--- config.mk ---
export PLATFORM = sky130hd
export DESIGN_NAME = ma_arbiter_flat
export DESIGN_NICKNAME = d
export VERILOG_FILES = /design/src/rtl/ma_arbiter_if.sv /design/src/rtl/ma_arbiter.sv /design/src/flat_wrapper.sv
export SDC_FILE = /design/constraint.sdc
export NUM_CORES = 1
export LEC_CHECK = 0
export CAP_MARGIN = 15
export CORE_AREA = 2 2 346 348
export DETAILED_ROUTE_END_ITERATION = 7
export DIE_AREA = 0 0 348 350
export PLACE_DENSITY = 0.41
export SLEW_MARGIN = 20
export SYNTH_ARGS = -nofsm -noshare
export SYNTH_HDL_FRONTEND = slang
export SYNTH_SLANG_ARGS = --single-unit
--- constraint.sdc ---
create_clock -name clk -period 4 [get_ports clk]
set_input_delay 0.4 -clock clk [delete_from_list [all_inputs] [get_ports clk]]
set_output_delay 0.4 -clock clk [all_outputs]
set_load 0.02 [all_outputs]
--- src/rtl/ma_arbiter_if.sv ---
// Bundle of requester handshakes, shared modular-adder ports and response/status signals
// seen by ma_arbiter. The slave modport is the arbiter's view of the bundle.
interface ma_arbiter_if #(
    parameter int unsigned NUM_REQ    = 4,
    parameter int unsigned DATA_WIDTH = 50,
    parameter int unsigned ID_W       = 2,
    parameter int unsigned CNT_W      = 32
);
    logic                          en;
    logic [NUM_REQ-1:0]            req_valid;
    logic [NUM_REQ-1:0]            req_ready;
    logic [NUM_REQ-1:0]            req_op;
    logic [NUM_REQ*DATA_WIDTH-1:0] req_a;
    logic [NUM_REQ*DATA_WIDTH-1:0] req_b;
    logic [NUM_REQ*DATA_WIDTH-1:0] req_mod;

    logic                          ma_ctrl;
    logic [DATA_WIDTH-1:0]         ma_modulus;
    logic [DATA_WIDTH-1:0]         ma_in0;
    logic [DATA_WIDTH-1:0]         ma_in1;
    logic [DATA_WIDTH-1:0]         ma_result;

    logic                          rsp_valid;
    logic [ID_W-1:0]               rsp_id;
    logic [DATA_WIDTH-1:0]         rsp_data;
    logic                          busy;
    logic [CNT_W-1:0]              issue_count;

    modport slave (
        input  en, req_valid, req_op, req_a, req_b, req_mod, ma_result,
        output req_ready, ma_ctrl, ma_modulus, ma_in0, ma_in1,
        output rsp_valid, rsp_id, rsp_data, busy, issue_count
    );

    modport master (
        output en, req_valid, req_op, req_a, req_b, req_mod, ma_result,
        input  req_ready, ma_ctrl, ma_modulus, ma_in0, ma_in1,
        input  rsp_valid, rsp_id, rsp_data, busy, issue_count
    );
endinterface

--- src/rtl/ma_arbiter.sv ---
// Round-robin arbiter sharing one modular add/sub unit among NUM_REQ requesters; a tag
// pipeline follows each accepted op through the unit and labels its result with the id.
module ma_arbiter #(
    parameter int unsigned NUM_REQ    = 4,
    parameter int unsigned DATA_WIDTH = 50,
    parameter int unsigned MA_LATENCY = 1,
    parameter int unsigned ID_W       = 2,
    parameter int unsigned CNT_W      = 32
) (
    input logic            clk,
    input logic            rst,
    ma_arbiter_if.slave    bus
);

    logic [ID_W-1:0]       ptr_q, ptr_d;
    logic [NUM_REQ-1:0]    grant;
    logic                  grant_any;
    logic [ID_W-1:0]       grant_idx;
    int unsigned           scan_idx;

    logic                  ctrl_q;
    logic [DATA_WIDTH-1:0] in0_q, in1_q, mod_q;
    logic [DATA_WIDTH-1:0] sel_a, sel_b, sel_mod;
    logic [CNT_W-1:0]      cnt_q;

    logic [MA_LATENCY:0]   tag_vld_q;
    logic [ID_W-1:0]       tag_id_q [MA_LATENCY+1];

    // Scan starts at ptr and wraps; the first valid requester wins.
    always_comb begin
        grant     = '0;
        grant_any = 1'b0;
        grant_idx = '0;
        scan_idx  = 0;
        if (bus.en) begin
            for (int k = 0; k < int'(NUM_REQ); k++) begin
                scan_idx = 32'(ptr_q) + 32'(k);
                if (scan_idx >= NUM_REQ) begin
                    scan_idx = scan_idx - NUM_REQ;
                end
                if (!grant_any && bus.req_valid[ID_W'(scan_idx)]) begin
                    grant_any                 = 1'b1;
                    grant_idx                 = ID_W'(scan_idx);
                    grant[ID_W'(scan_idx)]    = 1'b1;
                end
            end
        end
    end

    always_comb begin
        ptr_d = ptr_q;
        if (grant_any) begin
            ptr_d = (grant_idx == ID_W'(NUM_REQ - 1)) ? '0 : grant_idx + 1'b1;
        end
    end

    always_comb begin
        sel_a   = bus.req_a[32'(grant_idx) * DATA_WIDTH +: DATA_WIDTH];
        sel_b   = bus.req_b[32'(grant_idx) * DATA_WIDTH +: DATA_WIDTH];
        sel_mod = bus.req_mod[32'(grant_idx) * DATA_WIDTH +: DATA_WIDTH];
    end

    always_ff @(posedge clk or negedge rst) begin
        if (!rst) begin
            ptr_q  <= '0;
            cnt_q  <= '0;
            ctrl_q <= 1'b0;
            in0_q  <= '0;
            in1_q  <= '0;
            mod_q  <= '0;
        end else begin
            ptr_q <= ptr_d;
            // Unit inputs only change on an accepted op so the shared adder does not toggle.
            if (grant_any) begin
                cnt_q  <= cnt_q + 1'b1;
                ctrl_q <= bus.req_op[grant_idx];
                in0_q  <= sel_a;
                in1_q  <= sel_b;
                mod_q  <= sel_mod;
            end
        end
    end

    // Stage 0 lines up with the issue registers; the last stage with the unit's result.
    always_ff @(posedge clk or negedge rst) begin
        if (!rst) begin
            tag_vld_q <= '0;
            for (int s = 0; s <= int'(MA_LATENCY); s++) begin
                tag_id_q[s] <= '0;
            end
        end else begin
            tag_vld_q   <= {tag_vld_q[MA_LATENCY-1:0], grant_any};
            tag_id_q[0] <= grant_any ? grant_idx : '0;
            for (int s = 1; s <= int'(MA_LATENCY); s++) begin
                tag_id_q[s] <= tag_id_q[s-1];
            end
        end
    end

    assign bus.req_ready   = grant;
    assign bus.ma_ctrl     = ctrl_q;
    assign bus.ma_in0      = in0_q;
    assign bus.ma_in1      = in1_q;
    assign bus.ma_modulus  = mod_q;
    assign bus.rsp_valid   = tag_vld_q[MA_LATENCY];
    assign bus.rsp_id      = tag_id_q[MA_LATENCY];
    assign bus.rsp_data    = bus.ma_result;
    assign bus.busy        = |tag_vld_q;
    assign bus.issue_count = cnt_q;

endmodule
--- src/flat_wrapper.sv ---
// flat-port wrapper written by rule: the top's interface ports become plain ports
module ma_arbiter_flat 
#(
    parameter int unsigned NUM_REQ    = 4,
    parameter int unsigned DATA_WIDTH = 50,
    parameter int unsigned MA_LATENCY = 1,
    parameter int unsigned ID_W       = 2,
    parameter int unsigned CNT_W      = 32
)
  (clk, rst, bus_en, bus_req_valid, bus_req_op, bus_req_a, bus_req_b, bus_req_mod, bus_ma_result, bus_req_ready, bus_ma_ctrl, bus_ma_modulus, bus_ma_in0, bus_ma_in1, bus_rsp_valid, bus_rsp_id, bus_rsp_data, bus_busy, bus_issue_count);
  ma_arbiter_if #(.NUM_REQ(NUM_REQ), .DATA_WIDTH(DATA_WIDTH), .ID_W(ID_W), .CNT_W(CNT_W)) bus_i ();
  input logic clk;
  input logic rst;
  input wire logic [$bits(bus_i.en)-1:0] bus_en;
  input wire logic [$bits(bus_i.req_valid)-1:0] bus_req_valid;
  input wire logic [$bits(bus_i.req_op)-1:0] bus_req_op;
  input wire logic [$bits(bus_i.req_a)-1:0] bus_req_a;
  input wire logic [$bits(bus_i.req_b)-1:0] bus_req_b;
  input wire logic [$bits(bus_i.req_mod)-1:0] bus_req_mod;
  input wire logic [$bits(bus_i.ma_result)-1:0] bus_ma_result;
  output wire logic [$bits(bus_i.req_ready)-1:0] bus_req_ready;
  output wire logic [$bits(bus_i.ma_ctrl)-1:0] bus_ma_ctrl;
  output wire logic [$bits(bus_i.ma_modulus)-1:0] bus_ma_modulus;
  output wire logic [$bits(bus_i.ma_in0)-1:0] bus_ma_in0;
  output wire logic [$bits(bus_i.ma_in1)-1:0] bus_ma_in1;
  output wire logic [$bits(bus_i.rsp_valid)-1:0] bus_rsp_valid;
  output wire logic [$bits(bus_i.rsp_id)-1:0] bus_rsp_id;
  output wire logic [$bits(bus_i.rsp_data)-1:0] bus_rsp_data;
  output wire logic [$bits(bus_i.busy)-1:0] bus_busy;
  output wire logic [$bits(bus_i.issue_count)-1:0] bus_issue_count;
  assign bus_i.en = bus_en;
  assign bus_i.req_valid = bus_req_valid;
  assign bus_i.req_op = bus_req_op;
  assign bus_i.req_a = bus_req_a;
  assign bus_i.req_b = bus_req_b;
  assign bus_i.req_mod = bus_req_mod;
  assign bus_i.ma_result = bus_ma_result;
  assign bus_req_ready = bus_i.req_ready;
  assign bus_ma_ctrl = bus_i.ma_ctrl;
  assign bus_ma_modulus = bus_i.ma_modulus;
  assign bus_ma_in0 = bus_i.ma_in0;
  assign bus_ma_in1 = bus_i.ma_in1;
  assign bus_rsp_valid = bus_i.rsp_valid;
  assign bus_rsp_id = bus_i.rsp_id;
  assign bus_rsp_data = bus_i.rsp_data;
  assign bus_busy = bus_i.busy;
  assign bus_issue_count = bus_i.issue_count;
  ma_arbiter #(.NUM_REQ(NUM_REQ), .DATA_WIDTH(DATA_WIDTH), .MA_LATENCY(MA_LATENCY), .ID_W(ID_W), .CNT_W(CNT_W)) u_core (.clk(clk), .rst(rst), .bus(bus_i));
endmodule
==> results.toml <==
[logic_synthesis]
synth_cells = 1087
ys_types = 50
ys_warn_count = 0
synth_edf_count = 0
synth.largest_area_cell = "dfrtp_1"
synthTopCellsByCount = "mux2i_1 (306), dfrtp_1 (191), nand2_1 (171), o221ai_2 (91), o221ai_1 (60)"
syn-num-nets = 1757
ys_ff_latch = 191
yosys-top-cells-area = "dfrtp_1 (37%), mux2i_1 (24%), o221ai_2 (11%)"
synth-seq-area-share_pct = 36.9
netlist.area_leader.share_pct = 36.9
synth_area_mm2 = 0.0130
ys.flop_type = "dfrtp_1"
synth.avg_cell_area_um2 = 11.9
async_reset_ff_share_pct = 100
synth.most_common_cell = "mux2i_1"

[placement]
port_buffers = 801
post-dp-hpwl_um = 59200
dpl.cell_count = 3326
dpl_cell_area_mm2 = 0.0219
gp_congestion = 0.838

[detailed_routing]
detail-route-antenna-nets = 0
drcViolationCount = 0
vias = 11893
dr.pass1.iters = 5
routed_wl_um = 73300
drt-initial-drc-count = 468
vias_per_cell = 3.54
wl_per_cell_um = 21.8

[die]
die_x_um = 348
coreArea_mm2 = 0.118
rows = 126
top_level_ports = 902
dieArea_mm2 = 0.122
die_y_um = 350
start_util_pct = 11.0

[cells_and_area]
finalInstanceArea_mm2 = 0.0225
layout.cells.non_filler = 3361
final_net_count = 2481
syn2layout_area_growth_pct = 73.2
drive_gt1_share_pct = 10.1

[timing]
post-route-min-period_ns = 3.68
fmax_mhz = 272
slew_violations = 0
rsz0062_at_grt = "false"
tns_ns = 0
setup_viol = 0
skew_ns = 0.0168
min_period_over_period_pct = 92.0
tightest_slew_ns = 0.870
hold_viol_final = 0
max_slew_margin_pct = 42.0

[critical_path]
crit_type = "flip-flop to output pin"
end_kind = "output pin"
worstPathRequired_ns = 3.60
crit_path_max_fanout = 7
cp.arrival_ns = 3.28
cp-start-kind = "flip-flop"

[power_and_ir_drop]
pwr-share-comb_pct = 62.4
internal_power_mw = 7.67
ir_drop_uv = 427
pwr-share-seq_pct = 24.0
power_switching_mw = 6.18
p_per_area_mw_per_mm2 = 617
leakagePower_nw = 9.64
clock_power_share_pct = 13.6
p_sw_share_pct = 44.6

[hold_path]
min-delay-path-class = "flip-flop to flip-flop"

[job]
maxCapViolCount = 0

[outcome]
status = "finished, final reports clean"

[grt]
grt_pass1_wl_um = 99300
grt-ovfl-total = 0
grt.total_usage_pct = 11.6
grt_pass1_vias = 12694
grt_max_degree = 155
antenna_found_initial = 15

[cts]
clk_latency_ns = 0.53
clockRootBuffer = "clkbuf_16"
clk_pin_slew_ns = 0.09
htree_num_levels = 4
cts_tree = "built"
cts_sinks = 191
cts.path.max_buffers = 2
cts_buffers = 17
final timing paths:
check                                    from                    endpoint  slack (ns)  depth (start not counted)
max in group asynchronous                 rst  u_core.bus.issue_count[24]        2.62                          3
hold / removal             u_core.tag_id_q[2]        u_core.bus.rsp_id[0]        0.35                          0
min in group asynchronous                 rst       u_core.bus.ma_in0[14]        0.51                          2
setup reg to reg              u_core.ptr_q[0]        u_core.bus.ma_in1[9]        0.68                         10
hold reg to reg            u_core.tag_id_q[2]        u_core.bus.rsp_id[0]        0.35                          0
setup / recovery              u_core.ptr_q[0]            bus_req_ready[1]        0.32                          9
layout by cell type (no fill, tap or decap), types with 2 or more instances in the layout:
cell,synthesis,routed
and4_1,2,2
and2_1,6,6
nor3_1,3,3
and3_1,7,7
mux2i_1,306,306
clkbuf_16,0,17
o221ai_1,60,60
nor2_1,10,10
nand2_1,171,171
nand3_1,9,9
inv_6,0,4
o21ai_0,4,4
a211oi_1,2,2
ha_1,9,9
dfrtp_1,191,190
nand4_1,5,5
clkinvlp_4,0,3
xnor2_1,22,22
o221ai_2,91,91
inv_1,6,5
dlygate4sd2_1,0,4
inv_8,0,3
xor2_1,10,10
clkdlybuf4s50_1,0,796
inv_2,2,3
mux4_2,2,2
clkinv_8,0,5
buf_4,53,31
buf_12,23,14
a22oi_1,8,8
power groups by stage:
stage	clock network [mW]	logic, mW	registers (mW)
floorplan	0	4.64	4.24
global placement	0	8.74	3.36
detailed placement	0	8.83	3.36
CTS	2.03	8.86	3.33
global route	2.09	9.24	3.44
finish	1.89	8.64	3.33
stage by stage:
step / utilization (%) / setup WS (ns) / hold WS (ns) / total power, mW
finish: 19.1 / 0.319 / 0.355 / 13.9
floorplan: - / 0.921 / 0.104 / 8.88
global placement: 18.6 / 0.391 / 0.334 / 12.1
global route: 19.1 / 0.0399 / 0.375 / 14.8
detailed placement: 18.6 / 0.313 / 0.336 / 12.2
CTS: 19.1 / 0.236 / 0.358 / 14.2
final cells by class:
type	instances	area, µm²
repair buffers	847	8540
multi-input cells	746	6590
well taps	1536	1920
fillers	12888	95300
flip-flops and latches	191	4780
clock buffers	17	425
clock inverters	15	173
diodes	1	2.50
inverters	8	30.0
worst max-delay path: stages, from the launching register on:
cell,delay (ns)
dfrtp_1,0.40
inv_2,0.15
ha_1,0.32
or3_1,0.42
or4b_1,0.49
o311ai_2,0.18
a22oi_1,0.18
o21ai_0,0.12
and2_1,0.15
dlygate4sd2_1,0.33
state kept, by name (all words and copies together), names as in the netlist:
name and count:
u_core.bus.ma_in0 50, u_core.bus.ma_in1 50, u_core.bus.rsp_id 2, u_core.bus.issue_count 32
u_core.ptr_q 2, u_core.tag_vld_q 2, u_core.bus.ma_modulus 50, u_core.tag_id_q 2
u_core.bus.ma_ctrl 1
what timing repair did:
action / 4_1_cts / 5_1_grt
buffers inserted: 1 / 0
gates resized for setup: 6 / 0
hold buffers: 1 / 0
endpoints found under the hold margin: 81 / 0
endpoints found under the setup margin: 4 / 0
logic make-up (layout without fill, tap and decap cells):
family	count (synthesis)	after routing	share of synthesized area (%)
XOR/XNOR	32	32	2.16
other	0	1	0
multiplexers	309	309	24.2
flip-flops	191	191	36.9
AND/OR/NAND/NOR	222	222	7.41
adder cells (fa/ha/maj)	9	9	0.868
buffers and inverters	150	887	12.5
AO/OA/AOI/OAI	174	174	16.0
metal layers:
layer  track usage, %  up-vias  share of wire [%]
met3             3.43       70                6.6
met2             20.1      522                 50
met5                0        -                  0
met4             4.19        0                2.6
li1                 -     5478                  -
met1             13.5     5823                 41
Note: power is estimated with default switching activity, not from simulation.
